### config.mk
export PLATFORM = sky130hd
export DESIGN_NAME = if_fetch_unit_flat
export DESIGN_NICKNAME = d
export VERILOG_FILES = /design/src/rtl/if_fetch_unit_if.sv /design/src/rtl/if_fetch_unit.sv /design/src/flat_wrapper.sv
export SDC_FILE = /design/constraint.sdc
export NUM_CORES = 1
export LEC_CHECK = 0
export ABC_AREA = 1
export CORE_MARGIN = 5
export CORE_UTILIZATION = 55
export CTS_BUF_LIST = sky130_fd_sc_hd__clkbuf_8
export CTS_CLUSTER_SIZE = 20
export DETAILED_ROUTE_END_ITERATION = 12
export DONT_BUFFER_PORTS = 1
export GPL_TIMING_DRIVEN = 0
export HOLD_SLACK_MARGIN = 0.08
export MAX_ROUTING_LAYER = met4
export PLACE_DENSITY_LB_ADDON = 0.15
export SETUP_SLACK_MARGIN = 0.4
export SYNTH_ARGS = -nofsm -noshare
export SYNTH_HDL_FRONTEND = slang
export SYNTH_SLANG_ARGS = --single-unit
### constraint.sdc
create_clock -name CLK -period 2.7 [get_ports CLK]
set_clock_uncertainty 0.15 [all_clocks]
set_input_delay 0.135 -clock CLK [delete_from_list [all_inputs] [get_ports CLK]]
set_output_delay 0.135 -clock CLK [all_outputs]
set_load 0.02 [all_outputs]
### src/rtl/if_fetch_unit_if.sv
// if_fetch_unit_if: bundle between the instruction-fetch unit and its
// surroundings (hazard unit, condition handler, instruction RAM, IF/ID).
//   PC_Enable      hazard-unit enable; word consumed when valid and enabled
//   Branch_Taken   redirect request
//   Branch_Target  redirect byte address (low two bits cleared on use)
//   Mem_Addr       byte address to instruction RAM
//   Mem_Data       RAM read byte for Mem_Addr, same cycle
//   Inst_Out       assembled big-endian instruction word
//   Inst_Valid     Inst_Out/PC_Out hold a complete word
//   PC_Out         address of Inst_Out
//   PC_4_Out       PC_Out + 4 (wraps mod 2^32)
//   Fetch_Busy     a word is being assembled
//   Align_Fault    sticky misaligned-redirect flag
// slave is the fetch unit's view; master is the environment's view.
interface if_fetch_unit_if #(
  parameter int ADDR_WIDTH = 8
);
  logic                  PC_Enable;
  logic                  Branch_Taken;
  logic [31:0]           Branch_Target;
  logic [ADDR_WIDTH-1:0] Mem_Addr;
  logic [7:0]            Mem_Data;
  logic [31:0]           Inst_Out;
  logic                  Inst_Valid;
  logic [31:0]           PC_Out;
  logic [31:0]           PC_4_Out;
  logic                  Fetch_Busy;
  logic                  Align_Fault;

  modport master (
    output PC_Enable, Branch_Taken, Branch_Target, Mem_Data,
    input  Mem_Addr, Inst_Out, Inst_Valid, PC_Out, PC_4_Out,
           Fetch_Busy, Align_Fault
  );

  modport slave (
    input  PC_Enable, Branch_Taken, Branch_Target, Mem_Data,
    output Mem_Addr, Inst_Out, Inst_Valid, PC_Out, PC_4_Out,
           Fetch_Busy, Align_Fault
  );
endinterface

### src/rtl/if_fetch_unit.sv
// if_fetch_unit: instruction-fetch front end. Owns the PC, reads the
// byte-wide instruction RAM one byte per cycle (BYTE0..BYTE3), assembles a
// big-endian word (byte at PC is the MSB) and holds it in HOLD until the
// hazard unit's PC_Enable consumes it. Branch_Taken redirects from any state
// and takes priority over consumption.
// Ports:
//   CLK  clock, rising edge
//   CLR  asynchronous active-high reset
//   bus  if_fetch_unit_if.slave (see interface file for signal list)
// Optional feature: define FETCH_ALIGN_CHECK_EN to make Align_Fault latch on
// a redirect whose target has nonzero low bits; otherwise it is tied to 0.
module if_fetch_unit #(
  parameter int          ADDR_WIDTH = 8,
  parameter logic [31:0] RESET_PC   = 32'h0000_0000
) (
  input  logic CLK,
  input  logic CLR,
  if_fetch_unit_if.slave bus
);

  typedef enum logic [2:0] {BYTE0, BYTE1, BYTE2, BYTE3, HOLD} state_t;

  state_t      state, state_next;
  logic [31:0] pc, pc_next;
  logic [31:0] inst, inst_next;
  logic [1:0]  offset;

  always_ff @(posedge CLK or posedge CLR) begin
    if (CLR) begin
      state <= BYTE0;
      pc    <= RESET_PC;
      inst  <= '0;
    end else begin
      state <= state_next;
      pc    <= pc_next;
      inst  <= inst_next;
    end
  end

  always_comb begin
    state_next = state;
    pc_next    = pc;
    inst_next  = inst;
    offset     = 2'd0;
    case (state)
      BYTE0: begin
        offset            = 2'd0;
        inst_next[31:24]  = bus.Mem_Data;
        state_next        = BYTE1;
      end
      BYTE1: begin
        offset            = 2'd1;
        inst_next[23:16]  = bus.Mem_Data;
        state_next        = BYTE2;
      end
      BYTE2: begin
        offset            = 2'd2;
        inst_next[15:8]   = bus.Mem_Data;
        state_next        = BYTE3;
      end
      BYTE3: begin
        offset            = 2'd3;
        inst_next[7:0]    = bus.Mem_Data;
        state_next        = HOLD;
      end
      HOLD: begin
        if (bus.PC_Enable) begin
          pc_next    = pc + 32'd4;
          state_next = BYTE0;
        end
      end
      default: state_next = BYTE0;
    endcase
    // Redirect overrides both byte capture and consumption; the partially
    // assembled word is simply abandoned and refilled from the target.
    if (bus.Branch_Taken) begin
      pc_next    = bus.Branch_Target & ~32'h3;
      state_next = BYTE0;
      inst_next  = inst;
    end
  end

  assign bus.Mem_Addr   = pc[ADDR_WIDTH-1:0] + ADDR_WIDTH'(offset);
  assign bus.Inst_Out   = inst;
  assign bus.Inst_Valid = (state == HOLD);
  assign bus.Fetch_Busy = (state != HOLD);
  assign bus.PC_Out     = pc;
  assign bus.PC_4_Out   = pc + 32'd4;

`ifdef FETCH_ALIGN_CHECK_EN
  logic align_fault;

  always_ff @(posedge CLK or posedge CLR) begin
    if (CLR) begin
      align_fault <= 1'b0;
    end else if (bus.Branch_Taken && (bus.Branch_Target[1:0] != 2'b00)) begin
      align_fault <= 1'b1;
    end
  end

  assign bus.Align_Fault = align_fault;
`else
  assign bus.Align_Fault = 1'b0;
`endif

endmodule

### src/flat_wrapper.sv
// flat-port wrapper written by rule: the top's interface ports become plain ports
module if_fetch_unit_flat 
#(
  parameter int          ADDR_WIDTH = 8,
  parameter logic [31:0] RESET_PC   = 32'h0000_0000
)
  (CLK, CLR, bus_PC_Enable, bus_Branch_Taken, bus_Branch_Target, bus_Mem_Data, bus_Mem_Addr, bus_Inst_Out, bus_Inst_Valid, bus_PC_Out, bus_PC_4_Out, bus_Fetch_Busy, bus_Align_Fault);
  if_fetch_unit_if #(.ADDR_WIDTH(ADDR_WIDTH)) bus_i ();
  input  logic CLK;
  input  logic CLR;
  input wire logic [$bits(bus_i.PC_Enable)-1:0] bus_PC_Enable;
  input wire logic [$bits(bus_i.Branch_Taken)-1:0] bus_Branch_Taken;
  input wire logic [$bits(bus_i.Branch_Target)-1:0] bus_Branch_Target;
  input wire logic [$bits(bus_i.Mem_Data)-1:0] bus_Mem_Data;
  output wire logic [$bits(bus_i.Mem_Addr)-1:0] bus_Mem_Addr;
  output wire logic [$bits(bus_i.Inst_Out)-1:0] bus_Inst_Out;
  output wire logic [$bits(bus_i.Inst_Valid)-1:0] bus_Inst_Valid;
  output wire logic [$bits(bus_i.PC_Out)-1:0] bus_PC_Out;
  output wire logic [$bits(bus_i.PC_4_Out)-1:0] bus_PC_4_Out;
  output wire logic [$bits(bus_i.Fetch_Busy)-1:0] bus_Fetch_Busy;
  output wire logic [$bits(bus_i.Align_Fault)-1:0] bus_Align_Fault;
  assign bus_i.PC_Enable = bus_PC_Enable;
  assign bus_i.Branch_Taken = bus_Branch_Taken;
  assign bus_i.Branch_Target = bus_Branch_Target;
  assign bus_i.Mem_Data = bus_Mem_Data;
  assign bus_Mem_Addr = bus_i.Mem_Addr;
  assign bus_Inst_Out = bus_i.Inst_Out;
  assign bus_Inst_Valid = bus_i.Inst_Valid;
  assign bus_PC_Out = bus_i.PC_Out;
  assign bus_PC_4_Out = bus_i.PC_4_Out;
  assign bus_Fetch_Busy = bus_i.Fetch_Busy;
  assign bus_Align_Fault = bus_i.Align_Fault;
  if_fetch_unit #(.ADDR_WIDTH(ADDR_WIDTH), .RESET_PC(RESET_PC)) u_core (.CLK(CLK), .CLR(CLR), .bus(bus_i));
endmodule
==> flow_summary.json <==
{
  "worstPathArrival_ns": 1.92,
  "p_int_mw": 1.81,
  "grt_overflow": 0,
  "vias": 3426,
  "wl_per_cell_um": 16.1,
  "dpl.hpwl_mm": 7.69,
  "routed_wl_mm": 10.6,
  "syn_area_um2": 3740,
  "p_leak_nw": 2.24,
  "tightest_slew_ns": 0.815,
  "synth_compound_area_share_pct": 7.65,
  "finalPower_mw": 3.05,
  "ff2ff_path_depth": 6,
  "cts_tree": "yes",
  "post_dp_cell_area_um2": 3870,
  "htreeDepth": 3,
  "synth_top_area_share_pct": 43.4,
  "hold_class": "primary input to asynchronous set/reset pin",
  "final_area_um2": 4600,
  "drtIter0Drc": 210,
  "start_util_pct": 55.7,
  "core_um2": 6720,
  "r2r_setup_slack_ns": 0.63,
  "synth_cells": 515,
  "reg2reg_from": "u_core.state[1]",
  "drive_gt1_share_pct": 13.8,
  "netSwitchingFraction_pct": 40.4,
  "area_delta_synth_final_pct": 22.9,
  "path_buf_inv": 1,
  "hold_viol_final": 0,
  "critPathSlowestCell": "dfrtp_2",
  "slew_violations": 0,
  "ios": 151,
  "vias_per_cell": 5.19,
  "grt_start_max_net_pins": 66,
  "grt_usage_pct": 26.2,
  "finalCritPeriodShare_pct": 81.7,
  "p_sw_mw": 1.23,
  "worst_hold_slack_ns": 0.267,
  "yosys.area_share.simple_pct": 33.2,
  "synthAdderAreaFrac_pct": 0.668,
  "fin_util_pct": 68.5,
  "drcViolationCount": 0,
  "worstPathRequired_ns": 2.41,
  "yosys.area.top_type": "dfrtp_1",
  "final_common_cell": "nand2_1",
  "max_freq_ghz": 0.453,
  "ys_ff_latch": 65,
  "fin_crit_ns": 2.21,
  "cp-start-kind": "register",
  "comb_power_share_pct": 19.1,
  "powerDensity_nw_per_um2": 662,
  "r2r-end": "u_core.bus.Inst_Out[18]",
  "yosys.cell_types.count": 31,
  "antenna_found_initial": 0,
  "postRouteAntennaNets": 0,
  "insertedDiodeCount": 0,
  "max-cap-violations": 0,
  "num_rows": 30,
  "worstPathCellList": "inv_1 -> nor2_4 -> nand2_4 -> nor2_4 -> xor2_2",
  "seqPwrFrac_pct": 51.5,
  "finalSetupTns_ns": 0,
  "end_kind": "primary output",
  "clock_latency_ns": 0.35,
  "ys_seq_area_share_pct": 43.4,
  "path_common_cell": "nor2_4",
  "fillers": 569,
  "synth.top_cells.by_area": "dfrtp_1 (43%), nand2_1 (21%), inv_1 (6.1%)",
  "dieArea_um2": 8560,
  "synth_top_family_by_area": "simple AND/OR/NAND/NOR gates",
  "clkPwrFrac_pct": 29.4,
  "path_delay_family": "simple AND/OR/NAND/NOR gates",
  "ir_worst_vdd_v": 0.000536,
  "synth_xor_area_share_pct": 4.14,
  "ys_warn_count": 0,
  "setup_violations": 0,
  "slowest_delay_ns": 0.50,
  "clockBufferDepth": 2,
  "synth.avg_cell_area_um2": 7.27,
  "status": "complete, no violations",
  "gp_congestion": 0.889,
  "rsz0062_at_grt": "yes",
  "muxShareOfSynthArea_pct": 0.301,
  "grt_pass1_wl_mm": 16.9,
  "numCtsBuffers": 9,
  "die-width_um": 92.5,
  "cts_setup_buffers": 0,
  "nets": 621,
  "root_buffer": "clkbuf_8",
  "path_max_fanout": 5,
  "die_y_um": 92.5,
  "final_cell_mix": "nand2_1 (205), inv_1 (60), dfrtp_1 (51)",
  "first_pass_iters": 5,
  "grt_pass1_vias": 3313,
  "io_buffers": 0,
  "path_depth": 5,
  "cts.sinks": 65,
  "clkTransAtPathRegs_ns": 0.08,
  "relSlewSlack_pct": 45.6,
  "worstSetupPathType": "register to primary output"
}
repair_timing:
item	in CTS	in global routing
pin swaps	1	1
endpoints found under the hold margin	129	0
resized for setup	7	18
gates cloned	0	0
hold buffers	44	0
setup endpoints to repair	16	19
cell usage after synthesis (all sizes together):
cell	count
xor2	14
conb	1
inv	64
dfrtp	65
xnor2	2
mux2	1
a21oi	9
o31ai	1
nand3	21
ha	2
nor2	52
nand2	211
clkinv	1
o21ai	38
and2	3
buf	16
a31oi	1
o211ai	5
nor3	3
clkbuf	4
dlygate4sd1	1
worst max-delay path by stage:
stage	from	endpoint
after floorplan	u_core.bus.PC_Out[3]	u_core.bus.PC_Out[12]
after global placement	CLR	u_core.state[2]
after detailed placement	u_core.bus.PC_Out[3]	u_core.bus.PC_Out[16]
after CTS	u_core.bus.PC_Out[14]	bus_PC_4_Out[31]
after global routing	u_core.bus.PC_Out[2]	bus_PC_4_Out[21]
final	u_core.bus.PC_Out[2]	bus_PC_4_Out[17]
registers in the layout, summed over array words and instances, names as in the netlist:
| signal | count |
|---|---|
| u_core.bus.Inst_Out | 32 |
| u_core.state | 3 |
| u_core.bus.PC_Out | 30 |
power groups by stage:
stage	logic [mW]	clock network [mW]	registers, mW
final	0.582	0.895	1.57
after floorplan	0.421	0	1.51
after global routing	0.655	0.959	1.60
after CTS	0.570	0.909	1.56
after global placement	0.485	0	1.57
after detailed placement	0.503	0	1.58
kinds of logic after synthesis:
family,Yosys count
and+or+nand+nor,290
buffers and inverters,86
DFF,65
AOI/OAI and AO/OA,54
xor gates and xnor gates,16
adders and majority gates,2
other,1
muxes,1
metrics by stage:
stage	setup WS, ns	instances
after floorplan	0.744	520
after global placement	0.0137	600
after detailed placement	0.467	600
after CTS	0.412	660
after global routing	0.374	660
final	0.493	660
area by class of cell:
class                   instances  area (um^2)  share of cell area, %
clock buffers                   9          124                   2.69
inverters                      65          246                   5.36
flip-flops and latches         65         1640                   35.7
plain buffers                  21          148                   3.21
multi-input cells             369         1820                   39.5
repair buffers                 44          440                   9.57
clock inverters                 7         83.8                   1.82
well taps                      80          100                   2.18
layer usage:
| metal | up-vias | GRT usage [%] | part of all wire (%) |
|---|---|---|---|
| met1 | 1583 | 33.1 | 40 |
| met4 | 0 | 9.53 | 2.2 |
| met3 | 21 | 6.99 | 9.5 |
| met2 | 146 | 40.8 | 48 |
| li1 | 1676 | - | - |
| met5 | - | - | 0 |
Note: power is estimated with default switching activity, not from simulation.
